<file path="config.mk">
export PLATFORM = sky130hd
export DESIGN_NAME = booth_multiplier_flat
export DESIGN_NICKNAME = d
export VERILOG_FILES = /design/src/rtl/booth_multiplier_if.sv /design/src/rtl/booth_multiplier.sv /design/src/flat_wrapper.sv
export SDC_FILE = /design/constraint.sdc
export NUM_CORES = 1
export LEC_CHECK = 0
export CAP_MARGIN = 20
export CORE_MARGIN = 1.5
export CORE_UTILIZATION = 54
export DETAILED_ROUTE_END_ITERATION = 12
export PLACE_DENSITY = 0.79
export SLEW_MARGIN = 20
export SYNTH_ARGS = -nofsm -noshare
export SYNTH_HDL_FRONTEND = slang
export SYNTH_SLANG_ARGS = --single-unit
</file>
<file path="constraint.sdc">
create_clock -name clk -period 3.05 [get_ports clk]
set_clock_uncertainty 0.15 [all_clocks]
set_input_delay 0.61 -clock clk [delete_from_list [all_inputs] [get_ports clk]]
set_output_delay 0.61 -clock clk [all_outputs]
set_load 0.01 [all_outputs]
</file>
<file path="src/rtl/booth_multiplier_if.sv">
// Operand/result bundle for the radix-2 Booth multiplier: launch request,
// signed operands in, registered product and completion flag out.
interface booth_multiplier_if;
  logic              start;
  logic signed [7:0] multiplicand;
  logic signed [7:0] multiplier;
  logic       [15:0] outbus;
  logic              done;

  modport master (
    output start, multiplicand, multiplier,
    input  outbus, done
  );

  modport slave (
    input  start, multiplicand, multiplier,
    output outbus, done
  );
endinterface

</file>
<file path="src/rtl/booth_multiplier.sv">
// Sequential 8x8 signed multiplier, radix-2 Booth recoding, one iteration per
// clock; fixed 9-cycle latency from the launch edge to done.
module booth_multiplier (
  input  logic                       clk,
  input  logic                       rst,
  booth_multiplier_if.slave          bus
);

  typedef enum logic [1:0] {IDLE, ITER, FINISH} state_t;

  state_t      state_q, state_d;
  logic [8:0]  a_q, a_d;
  logic [7:0]  q_q, q_d;
  logic        qm1_q, qm1_d;
  logic [8:0]  m_q, m_d;
  logic [3:0]  count_q, count_d;
  logic [15:0] outbus_q, outbus_d;
  logic        done_q, done_d;
  logic [8:0]  sum;
  logic        launch;

  assign bus.outbus = outbus_q;
  assign bus.done   = done_q;

  always_ff @(posedge clk or posedge rst) begin
    if (rst) begin
      state_q  <= IDLE;
      a_q      <= '0;
      q_q      <= '0;
      qm1_q    <= 1'b0;
      m_q      <= '0;
      count_q  <= '0;
      outbus_q <= '0;
      done_q   <= 1'b0;
    end else begin
      state_q  <= state_d;
      a_q      <= a_d;
      q_q      <= q_d;
      qm1_q    <= qm1_d;
      m_q      <= m_d;
      count_q  <= count_d;
      outbus_q <= outbus_d;
      done_q   <= done_d;
    end
  end

  always_comb begin
    state_d  = state_q;
    a_d      = a_q;
    q_d      = q_q;
    qm1_d    = qm1_q;
    m_d      = m_q;
    count_d  = count_q;
    outbus_d = outbus_q;
    done_d   = done_q;
    sum      = a_q;
    launch   = bus.start && ((state_q == IDLE) || done_q);

    case (state_q)
      IDLE: begin
        if (launch) begin
          a_d     = '0;
          q_d     = bus.multiplier;
          qm1_d   = 1'b0;
          m_d     = {bus.multiplicand[7], bus.multiplicand};
          count_d = '0;
          done_d  = 1'b0;
          state_d = ITER;
        end
      end
      ITER: begin
        case ({q_q[0], qm1_q})
          2'b10:   sum = a_q - m_q;
          2'b01:   sum = a_q + m_q;
          default: sum = a_q;
        endcase
        // Arithmetic right shift of the whole {A, Q, Q-1} register.
        {a_d, q_d, qm1_d} = {sum[8], sum, q_q};
        count_d = count_q + 4'd1;
        if (count_q == 4'd7) begin
          state_d = FINISH;
        end
      end
      FINISH: begin
        outbus_d = {a_q[7:0], q_q};
        done_d   = 1'b1;
        state_d  = IDLE;
      end
      default: state_d = IDLE;
    endcase
  end

endmodule

</file>
<file path="src/flat_wrapper.sv">
// flat-port wrapper written by rule: the top's interface ports become plain ports
module booth_multiplier_flat 
  (clk, rst, bus_start, bus_multiplicand, bus_multiplier, bus_outbus, bus_done);
  booth_multiplier_if bus_i ();
  input  logic clk;
  input  logic rst;
  input wire logic [$bits(bus_i.start)-1:0] bus_start;
  input wire logic [$bits(bus_i.multiplicand)-1:0] bus_multiplicand;
  input wire logic [$bits(bus_i.multiplier)-1:0] bus_multiplier;
  output wire logic [$bits(bus_i.outbus)-1:0] bus_outbus;
  output wire logic [$bits(bus_i.done)-1:0] bus_done;
  assign bus_i.start = bus_start;
  assign bus_i.multiplicand = bus_multiplicand;
  assign bus_i.multiplier = bus_multiplier;
  assign bus_outbus = bus_i.outbus;
  assign bus_done = bus_i.done;
  booth_multiplier u_core (.clk(clk), .rst(rst), .bus(bus_i));
endmodule
</file>
==> After elaboration in Yosys (flattened, before gate mapping) <==
Index checks and enable logic that the tools add are counted.
{ "totals": {"ff_bits": 49, "input_bits": 19, "output_inout_bits": 17, "elab_cells": 40} }
{ "op_classes": {"addsub": 3, "n_eq_ne": 7, "mux": 13, "n_reduce_logical": 9} }
{ "ops": {"columns": ["operator", "n"], "rows": [
  ["9-bit case mux with 2 select lines", 2],
  ["8-bit case mux with 2 select lines", 1],
  ["9-bit adder", 1],
  ["9-bit 2-to-1 mux", 1],
  ["9-bit subtractor", 1],
  ["8-bit 2-to-1 mux", 1],
  ["4-bit case mux with 2 select lines", 1],
  ["2-bit AND reduction", 4],
  ["4-bit by 1-bit adder with 4-bit output, second input constant", 1],
  ["2-bit by 1-bit == test with 1-bit output, second input constant", 2],
  ["2-bit == test, second input constant", 2],
  ["4-bit by 3-bit == test with 1-bit output, second input constant", 1],
  ["2-bit 2-to-1 mux", 2],
  ["4-bit 2-to-1 mux", 1],
  ["2-bit by 1-bit inequality test with 1-bit output, second input constant", 2],
  ["1-bit case mux with 2 select lines", 2],
  ["2-bit case mux with 2 select lines", 1],
  ["2-bit nonzero test", 2],
  ["2-bit logical NOT", 1],
  ["1-bit logical AND", 1],
  ["1-bit logical OR", 1],
  ["1-bit 2-to-1 mux", 1]
]} }

==> Depth between registers and ports, before layout <==
{ "logic_depth": {"word_depth": 5, "ltp_mapped": 11} }

==> Least setup slack after synthesis <==
No wires, ideal clock.
{ "synth_timing": {"kind": "flip-flop to flip-flop", "from": "register u_core.q_q[0]", "to": "register u_core.a_q[7]", "t_arrival_ns": 2.201, "t_required_ns": 2.821, "setup_slack_ns": 0.619, "stages_incl_launch_ff": 11, "n_path_buf": 1, "cell_sequence": "dfrtp_1 inv_1 ha_1 buf_6 mux2_2 fa_1 nand3_1 a211oi_2 o21ai_0 nor4b_4 mux2i_1"} }
{ "synth_between": {"elab_chain_cells": 3} }
{ "synth_rtl": {"columns": ["item", "line", "text"], "rows": [
  ["start: declaration", "booth_multiplier.sv:13", "logic [7:0] q_q, q_d;"],
  ["start signal: assignment", "booth_multiplier.sv:38", "q_q <= q_d;"],
  ["2-bit by 1-bit == test with 1-bit output / 2-bit == test (equally long branches)", "booth_multiplier.sv:72", "case ({q_q[0], qm1_q})"],
  ["9-bit case mux with 2 select lines (*)", "booth_multiplier.sv:72", null],
  ["9-bit case mux with 2 select lines (*)", "booth_multiplier.sv:59", "case (state_q)"],
  ["end signal: assignment", "booth_multiplier.sv:28", "a_q <= '0;"],
  ["end signal: assignment", "booth_multiplier.sv:37", "a_q <= a_d;"],
  ["end: declaration", "booth_multiplier.sv:12", "logic [8:0] a_q, a_d;"]
]} }
Every way passes the cells marked *; elsewhere a longest branch is shown, timed or not.
A chain may end at the register's enable or synchronous reset.

==> Worst setup path after layout <==
Same ends and word-level chain as after synthesis.

==> results.json <==
{
  "met3_length_um": 136,
  "path_clk_slew_ps": 100,
  "finalMaxSlewViolations": 0,
  "p_sw_frac": 0.415,
  "drive_gt1_frac": 0.137,
  "netlist_area_sq_um": 2480,
  "num_rows": 24,
  "rsz0062_at_grt": "no",
  "cp_max_fo": 8,
  "maxCapViolCount": 0,
  "crit_family": "adder cells",
  "clkLatencyLatePin_ps": 310,
  "cts.sinks": 48,
  "post_cts_buffers": 0,
  "final_cells": 322,
  "clk_path_buf_depth": 2,
  "critPathLaunchType": "register",
  "hold_ws_ps": 345,
  "routed_wl_um": 4760,
  "p_leak_nw": 1.32,
  "io_pins": 36,
  "critPathKind": "reg2reg",
  "seq_area_frac_synth": 0.484,
  "start_util": 0.566,
  "cp_num_buf_inv": 1,
  "power.total_mw": 3.67,
  "drtIter0Drc": 159,
  "antenna_found_initial": 0,
  "top_layer": "met4",
  "htreeDepth": 2,
  "gr-total-overflow": 0,
  "hold_violations": 0,
  "maxSlewHeadroom": 0.454,
  "crit_required_ps": 3120,
  "synth_cell_types": 40,
  "antennaDiodeCount": 0,
  "core_area_sq_um": 4380,
  "power.density_nw_per_um2": 1230,
  "synth_edf_count": 0,
  "finalCritPeriodShare": 0.903,
  "synthToLayoutAreaGrowth_pct": 20.0,
  "hp-class": "reg2reg",
  "crit_path_cell_trace": "inv_1 -> ha_1 -> mux2_2 -> fa_1 -> nand3_1 -> a211oi_2 -> o21ai_0 -> nor4b_4 -> mux2i_1",
  "gp_congestion": 0.779,
  "n_fill_cell": 352,
  "final_area_sq_um": 2980,
  "synth_top_flop_cell": "dfrtp_1",
  "fin_ws_ps": 295,
  "dr_wl_met2_um": 2180,
  "ctsResizeCount": 0,
  "grt_pass1_vias": 1661,
  "grt_max_degree": 28,
  "setup_tns_ps": 0,
  "max_freq_mhz": 363,
  "comb_power_share": 0.566,
  "portBuffers": 35,
  "outcome": "finished clean",
  "cp.arrival_ps": 2820,
  "p_switching_mw": 1.52,
  "grt_use_total": 0.204,
  "irDropWorstVdd_uv": 492,
  "slowest_stage": "fa_1",
  "fin_util": 0.679,
  "viasPerCell": 5.66,
  "die_w_um": 70.8,
  "end_kind": "register",
  "internal_power_mw": 2.15,
  "postCtsHoldBufs": 0,
  "cts_buffers": 5,
  "cts-root-buf": "clkbuf_8",
  "synth.net_count": 266,
  "seqPwrFrac": 0.328,
  "dr.pass1.iters": 4,
  "ant_nets": 0,
  "vias": 1823,
  "ys_seq_elements": 48,
  "wl_met1_um": 2390,
  "synth-async-reset-ratio": 1.00,
  "syn-instance-count": 235,
  "fp.dieArea_sq_um": 5010,
  "hpwl_um": 3430,
  "setup_violations": 0,
  "drcViolationCount": 0,
  "dpl-instance-area_sq_um": 2890,
  "cts_tree": "yes",
  "wire_per_inst_um": 14.8,
  "clkPwrFrac": 0.106,
  "dp_cells": 315,
  "final_common_cell": "dfrtp_1",
  "fp.dieH_um": 70.8,
  "syn_area_per_cell_sq_um": 10.6,
  "grt_pass1_wl_um": 8000,
  "layout_min_cycle_time_ps": 2760,
  "layout_common_cells": "48 x dfrtp_1, 37 x nand2_1, 35 x clkdlybuf4s50_1",
  "post-place-ws_ps": 344,
  "fin_nets": 301,
  "crit_path_max_incr_delay_ps": 440,
  "worstMarginPinSlew_ps": 817,
  "yosysWarnings": 0
}
## per-layer routing
layer / global-route usage / vias up
li1: - / 904
met5: 0 / -
met1: 0.302 / 878
met3: 0.0427 / 7
met4: 0.0629 / 0
met2: 0.304 / 34
## power by group through the flow
stage	registers (mW)	logic (mW)	clock network, mW
floorplan	1.20	1.49	0
global placement	1.19	1.99	0
detailed placement	1.21	2.05	0
CTS	1.20	2.08	0.403
global route	1.24	2.31	0.425
finish	1.20	2.08	0.390
## cells by family after synthesis
logic type                 Yosys count  share of synthesized area
AOI/OAI and AO/OA                   57                      0.152
muxes                               20                     0.0898
xor gates and xnor gates            11                     0.0388
adders and majority gates           12                     0.0635
and+or+nand+nor                     70                      0.138
DFF                                 48                      0.484
buffers and inverters               17                     0.0333
## final timing paths
| kind | from | end | slack (ps) | cells past startpoint |
|---|---|---|---|---|
| max | u_core.q_q[0] | u_core.a_q[7] | 290 | 9 |
| max in group asynchronous | rst | u_core.m_q[1] | 1780 | 3 |
| min reg2reg | u_core.count_q[3] | u_core.count_q[3] | 350 | 1 |
| min | u_core.count_q[3] | u_core.count_q[3] | 350 | 1 |
| min in group asynchronous | rst | u_core.bus.outbus[3] | 470 | 2 |
| max reg2reg | u_core.q_q[0] | u_core.a_q[7] | 290 | 9 |
## state kept, by name, indices dropped and copies added, names as in the netlist
signal / flops
u_core.state_q: 2
u_core.q_q: 8
u_core.m_q: 8
u_core.a_q: 8
u_core.qm1_q: 1
u_core.count_q: 4
u_core.bus.done: 1
u_core.bus.outbus: 16
## Yosys cell counts (2+ instances only)
master    count  area, sq um
ha_1         11          138
nand3_1       5         25.0
mux2i_1       2         20.0
a21oi_1       6         30.0
xor2_1        9         78.8
nor2b_1       4         25.0
inv_1         4         15.0
nor3_1        2         10.0
mux2_2       18          203
a211oi_1      2         15.0
a32oi_1       3         26.3
nand2b_1      2         12.5
or4_1         2         15.0
xnor2_1       2         17.5
buf_2         9         45.0
a22o_1        3         26.3
a31oi_1       3         18.8
o21ai_0      22          110
nand4b_1      2         17.5
clkbuf_1      3         11.3
o21bai_1      2         15.0
nand2_1      37          139
nor2_1       10         37.5
a21o_1        2         15.0
dfrtp_1      48         1200
a22oi_1       8         60.1
## area by class of cell
| type | instances | area (sq um) | share of cell area |
|---|---|---|---|
| inverters | 4 | 15.0 | 0.00504 |
| clock inverters | 1 | 8.76 | 0.00294 |
| flip-flops and latches | 48 | 1200 | 0.403 |
| repair buffers | 41 | 408 | 0.137 |
| multi-input cells | 170 | 1200 | 0.402 |
| clock buffers | 6 | 82.6 | 0.0277 |
| well taps | 52 | 65.1 | 0.0218 |
No activity file was read; power rests on OpenSTA's default activity.
